## src/rtl/alu_fp_pkg.sv

```systemverilog
// Shared widths, bias and FSM state encoding for the FP multiply mantissa path.
package alu_fp_pkg;

  localparam int EXP_W   = 8;
  localparam int MANT_W  = 24;
  localparam int BIAS    = 127;
  localparam int EXP_MAX = 255;

  typedef enum logic [1:0] {
    IDLE = 2'd0,
    MUL  = 2'd1,
    DONE = 2'd2
  } state_t;

endpackage

```

## src/rtl/fp_operand_unpack.sv

```systemverilog
// Splits an IEEE-754 single into sign, exponent and hidden-bit mantissa,
// and flags zero and all-ones-exponent (inf/NaN) operands.
module fp_operand_unpack
  import alu_fp_pkg::*;
#(
  parameter int P_EXP_W  = EXP_W,
  parameter int P_MANT_W = MANT_W
) (
  input  logic [31:0]         i_op,
  output logic                o_sign,
  output logic [P_EXP_W-1:0]  o_exp,
  output logic [P_MANT_W-1:0] o_mant,
  output logic                o_is_zero,
  output logic                o_is_special
);

  localparam int FRAC_W = P_MANT_W - 1;

  logic [FRAC_W-1:0] w_frac;

  assign o_sign       = i_op[31];
  assign o_exp        = i_op[30 -: P_EXP_W];
  assign w_frac       = i_op[FRAC_W-1:0];
  // Denormals keep a zero hidden bit and their raw exponent.
  assign o_mant       = {(o_exp != '0), w_frac};
  assign o_is_zero    = (o_exp == '0) && (w_frac == '0);
  assign o_is_special = (o_exp == P_EXP_W'(EXP_MAX));

endmodule

```

## src/rtl/multiplication_mantissa_core.sv

```systemverilog
// Sequential FP multiply front end: sign, biased exponent sum with range flags,
// and a radix-2 shift-add mantissa product formed one partial product per cycle.
module multiplication_mantissa_core
  import alu_fp_pkg::*;
#(
  parameter int P_EXP_W  = EXP_W,
  parameter int P_MANT_W = MANT_W,
  parameter int P_BIAS   = BIAS
) (
  input  logic                  clk,
  input  logic                  rst_n,
  input  logic                  in_valid,
  output logic                  in_ready,
  input  logic [31:0]           in_a,
  input  logic [31:0]           in_b,
  output logic                  out_valid,
  input  logic                  out_ready,
  output logic                  out_s,
  output logic [P_EXP_W-1:0]    out_e,
  output logic [2*P_MANT_W-1:0] out_m,
  output logic                  out_zero,
  output logic                  out_ovf,
  output logic                  out_unf
);

  localparam int SUM_W = P_EXP_W + 2;
  localparam int CNT_W = $clog2(P_MANT_W);
  localparam logic signed [SUM_W-1:0] SUM_BIAS = SUM_W'(P_BIAS);
  localparam logic signed [SUM_W-1:0] SUM_MAX  = SUM_W'(EXP_MAX - 1);
  localparam logic [CNT_W-1:0]        CNT_LAST = CNT_W'(P_MANT_W - 1);

  logic                    w_sign_a, w_sign_b;
  logic [P_EXP_W-1:0]      w_exp_a, w_exp_b;
  logic [P_MANT_W-1:0]     w_mant_a, w_mant_b;
  logic                    w_zero_a, w_zero_b, w_spec_a, w_spec_b;
  logic signed [SUM_W-1:0] w_esum;
  logic                    w_zero, w_ovf, w_unf;

  state_t                  r_state;
  logic [2*P_MANT_W-1:0]   r_mcand;
  logic [P_MANT_W-1:0]     r_mplier;
  logic [2*P_MANT_W-1:0]   r_acc;
  logic [CNT_W-1:0]        r_cnt;

  fp_operand_unpack #(.P_EXP_W(P_EXP_W), .P_MANT_W(P_MANT_W)) u_unpack_a (
    .i_op(in_a), .o_sign(w_sign_a), .o_exp(w_exp_a), .o_mant(w_mant_a),
    .o_is_zero(w_zero_a), .o_is_special(w_spec_a)
  );

  fp_operand_unpack #(.P_EXP_W(P_EXP_W), .P_MANT_W(P_MANT_W)) u_unpack_b (
    .i_op(in_b), .o_sign(w_sign_b), .o_exp(w_exp_b), .o_mant(w_mant_b),
    .o_is_zero(w_zero_b), .o_is_special(w_spec_b)
  );

  // Two guard bits keep the full signed sum so the flags see the true range.
  assign w_esum = $signed({2'b00, w_exp_a}) + $signed({2'b00, w_exp_b}) - SUM_BIAS;
  assign w_zero = w_zero_a || w_zero_b;
  assign w_ovf  = (w_esum > SUM_MAX) || w_spec_a || w_spec_b;
  assign w_unf  = (w_esum[SUM_W-1] || (w_esum == '0)) && !w_zero;

  assign out_m = r_acc;

  always_ff @(posedge clk or negedge rst_n) begin
    if (!rst_n) begin
      r_state   <= IDLE;
      r_mcand   <= '0;
      r_mplier  <= '0;
      r_acc     <= '0;
      r_cnt     <= '0;
      in_ready  <= 1'b1;
      out_valid <= 1'b0;
      out_s     <= 1'b0;
      out_e     <= '0;
      out_zero  <= 1'b0;
      out_ovf   <= 1'b0;
      out_unf   <= 1'b0;
    end else begin
      case (r_state)
        IDLE: begin
          if (in_valid && in_ready) begin
            out_s    <= w_sign_a ^ w_sign_b;
            out_zero <= w_zero;
            out_ovf  <= w_ovf;
            out_unf  <= w_unf;
            r_mcand  <= {{P_MANT_W{1'b0}}, w_mant_a};
            r_mplier <= w_mant_b;
            r_acc    <= '0;
            r_cnt    <= '0;
            in_ready <= 1'b0;
            // A zero operand skips the multiply entirely.
            if (w_zero) begin
              out_e     <= '0;
              out_valid <= 1'b1;
              r_state   <= DONE;
            end else begin
              out_e   <= w_esum[P_EXP_W-1:0];
              r_state <= MUL;
            end
          end
        end
        MUL: begin
          if (r_mplier[r_cnt]) r_acc <= r_acc + (r_mcand << r_cnt);
          r_cnt <= r_cnt + 1'b1;
          if (r_cnt == CNT_LAST) begin
            out_valid <= 1'b1;
            r_state   <= DONE;
          end
        end
        DONE: begin
          if (out_ready) begin
            out_valid <= 1'b0;
            in_ready  <= 1'b1;
            r_state   <= IDLE;
          end
        end
        default: r_state <= IDLE;
      endcase
    end
  end

endmodule

```

## config.mk

```make
export PLATFORM = sky130hd
export DESIGN_NAME = multiplication_mantissa_core
export DESIGN_NICKNAME = d
export VERILOG_FILES = /design/src/rtl/alu_fp_pkg.sv /design/src/rtl/fp_operand_unpack.sv /design/src/rtl/multiplication_mantissa_core.sv
export SDC_FILE = /design/constraint.sdc
export NUM_CORES = 1
export LEC_CHECK = 0
export CORE_ASPECT_RATIO = 2
export CORE_MARGIN = 2
export CORE_UTILIZATION = 51
export CTS_CLUSTER_DIAMETER = 30
export CTS_CLUSTER_SIZE = 20
export DETAILED_ROUTE_END_ITERATION = 10
export MAX_ROUTING_LAYER = met4
export PLACE_DENSITY = 0.78
export SYNTH_ARGS = -nofsm -noshare
export SYNTH_HDL_FRONTEND = slang
export SYNTH_SLANG_ARGS = --single-unit
```

## constraint.sdc

```tcl
create_clock -name clk -period 4 [get_ports clk]
set_input_delay 0.8 -clock clk [delete_from_list [all_inputs] [get_ports clk]]
set_output_delay 0.8 -clock clk [all_outputs]
set_load 0.01 [all_outputs]
```

==> impl_metrics.yaml <==
synth:
  ys_types: 66
  async_reset_ff_share_pct: 100
  synth_edf_count: 0
  synthFlopType: "dfrtp_1"
  yosys_warnings: 0
  synthesis.area_um2: 8970
  synth.avg_cell_area_um2: 8.27
  seq_area_frac_synth_pct: 32.7
  synthCells: 1084
  ys_seq_elements: 117
  synth_nets: 1217
global_route:
  grt_pass1_wl_mm: 45.8
  grt_antenna_before_repair: 0
  gr-total-overflow: 0
  grt_pass1_vias: 9455
  grt.total_usage_pct: 32.0
  grt_max_degree: 64
power_and_ir_drop:
  p_per_area_nw_per_um2: 1110
  peakVddDrop_mv: 0.508
  power_leakage_nw: 6.09
  total_power_mw: 14.6
floorplan:
  core_area_um2: 17300
  start_util_pct: 51.9
  chipWidth_um: 97.8
  die-area_um2: 18700
  boundaryPins: 130
  rows: 68
  die_y_um: 192
sta:
  fin_ws_ps: -237
  grt_setup_unrepaired: "true"
  layout_worst_path_cycle_share_pct: 106
  tightest_slew_ps: 860
  skew_ps: 6.19
  finalSetupTns_ps: -584
  setup_viol: 8
  relSlewSlack_pct: 42.7
  hold_ws_ps: 477
  period_needed_ps: 4240
  fmax_mhz: 236
  final_max_slew_viol_count: 0
  hold_viol: 0
clocking:
  cts.sinks: 117
  cts_tree: "done"
  clkLatencyLatePin_ps: 430
  root_buffer: "clkbuf_16"
  clk_pin_slew_ps: 60
  h-tree-depth: 4
  cts_made_buffers: 17
  clockBufferDepth: 2
cells_and_area:
  final_area_um2: 13200
  antenna_cells: 0
  drive_gt1_share_pct: 26.5
  stdcell_count: 1573
  utilization_pct: 76.2
  syn_to_final_growth_pct: 46.6
  final_nets: 1483
detailed_routing:
  antenna_left: 0
  vias: 9376
  drc: 0
  first_pass_iters: 8
  drt-initial-drc-count: 408
  via_per_inst: 5.96
  routed_wl_mm: 30.1
  wire_per_inst_um: 19.1
setup_path:
  worst_path_max_delay_cell: "dfrtp_2"
  cp-start-kind: "register"
  path_cells: "buf_12 -> mux2i_1 -> mux2i_2 -> buf_4 -> mux2i_2 -> mux2_4 -> nor2_2 -> ha_1 -> buf_4 -> nand4_1 -> inv_1 -> a221oi_2 -> nand2_1 -> a21oi_4 -> o41ai_4 -> and3_4 -> o21a_1 -> or3_1 -> a32o_1"
  arrival_ps: 4550
  path_class: "reg2reg"
  crit_required_ps: 4310
  cp_slowest_stage_delay_ps: 470
  crit_path_end_kind: "register"
  crit_fanout: 7
outcome:
  violations: "negative setup slack"
  outcome: "complete, but fails checks"
place:
  placedInstanceArea_um2: 11500
  dp_cells: 1513
  hpwl_mm: 22.1
  portBuffers: 129
  place.gp.congestion: 1.02
  preCtsSetupSlack_ps: -266
run:
  cap_violations: 0
min_path:
  hold_path.class: "reg2reg"
==> worst paths after layout <==
kind / end / start / slack, ps / cells after the start
min: r_mplier[14] / r_mplier[14] / 480 / 2
max: out_m[45] / r_cnt[1] / -240 / 19
min in group asynchronous: out_e[0] / rst_n / 490 / 1
min reg2reg: r_mplier[14] / r_mplier[14] / 480 / 2
max in group asynchronous: r_cnt[0] / rst_n / 2690 / 2
max reg2reg: out_m[45] / r_cnt[1] / -240 / 19
==> area by class of cell <==
cell class | instances | area, um^2
Clock inverter | 14 | 270
Tap cell | 210 | 263
Clock buffer | 18 | 439
Multi-Input combinational cell | 874 | 6340
Inverter | 34 | 131
Timing Repair Buffer | 306 | 2780
Sequential cell | 117 | 2930
Fill cell | 1195 | 4120
==> cells in the mapped netlist (5+ instances only) <==
master / n / area [um^2]
dfrtp_1: 116 / 2900
nor4_1: 15 / 93.8
ha_1: 63 / 788
nand4_1: 18 / 113
a21oi_1: 66 / 330
o22ai_1: 13 / 81.3
a31oi_1: 10 / 62.6
o21bai_1: 13 / 97.6
xnor2_1: 29 / 254
a22o_1: 8 / 70.1
inv_1: 32 / 120
buf_2: 8 / 40.0
nand3_1: 19 / 95.1
mux4_2: 14 / 315
nor2_1: 59 / 221
mux2i_1: 40 / 400
o21ai_0: 82 / 410
and3_1: 10 / 62.6
and2_1: 7 / 43.8
nor3_1: 10 / 50.1
o21ai_1: 15 / 75.1
or3_1: 5 / 31.3
nor2b_1: 9 / 56.3
nand2b_1: 6 / 37.5
a21o_1: 24 / 180
buf_1: 5 / 18.8
mux2_2: 15 / 169
clkbuf_1: 46 / 173
xor2_1: 21 / 184
nand2_1: 249 / 935
==> worst max-delay path, delay by kind of cell, from the launching register on <==
kind                       cells  cell delay, ps
AOI/OAI and AO/OA              5            1050
adders and majority gates      1             300
buffers and inverters          4             550
DFF                            1             470
muxes                          4             870
and+or+nand+nor                5             860
==> metal layers <==
layer	vias up	routed length (um)	GRT usage (%)
li1	4397	-	-
met1	4481	9850	28.5
met2	351	16900	62.0
met3	147	1040	3.99
met4	0	2300	20.4
met5	-	0	-
==> registers in the layout, indices dropped and copies added (netlist names) <==
signal,flops
out_valid,1
out_zero,1
out_e,8
r_mcand,24
out_unf,1
in_ready,1
r_mplier,24
out_s,1
out_ovf,1
r_cnt,5
out_m,48
r_state,2
==> power by group <==
part / internal (mW) / switching, mW / total [mW]
combinational: 5.14 / 5.35 / 10.5
sequential: 1.71 / 0.542 / 2.26
clock: 1.26 / 0.599 / 1.85
==> placed cells by master (no fill, tap or decap), types with 15 or more instances in the layout <==
cell type	n
clkdlybuf4s50_1	128
nand3_1	19
a21oi_2	23
buf_4	156
xnor2_1	28
mux2i_2	15
a21o_1	24
nand2_1	247
clkbuf_16	19
xor2_1	21
nor4_1	15
a21oi_1	44
inv_1	32
dfrtp_1	114
nor2_1	46
mux2i_1	19
nand4_1	18
o21ai_0	62
o21ai_1	24
ha_1	53
==> cell families after synthesis <==
family	Yosys count	share of synthesized area, %
AO/OA/AOI/OAI	274	19.2
multiplexers	69	9.86
buffers and inverters	93	4.00
adder cells (fa/ha/maj)	65	9.23
AND/OR/NAND/NOR	416	20.2
XOR/XNOR	50	4.88
flip-flops	117	32.7
==> what timing repair did <==
action                                  4_1_cts  5_1_grt
resized for setup                            49      121
hold buffers                                  0        0
endpoints found under the setup margin       18       23
gates cloned                                  1        1
pin swaps                                    23       47
buffers inserted                              8       20
Note: power is estimated with default switching activity, not from simulation.
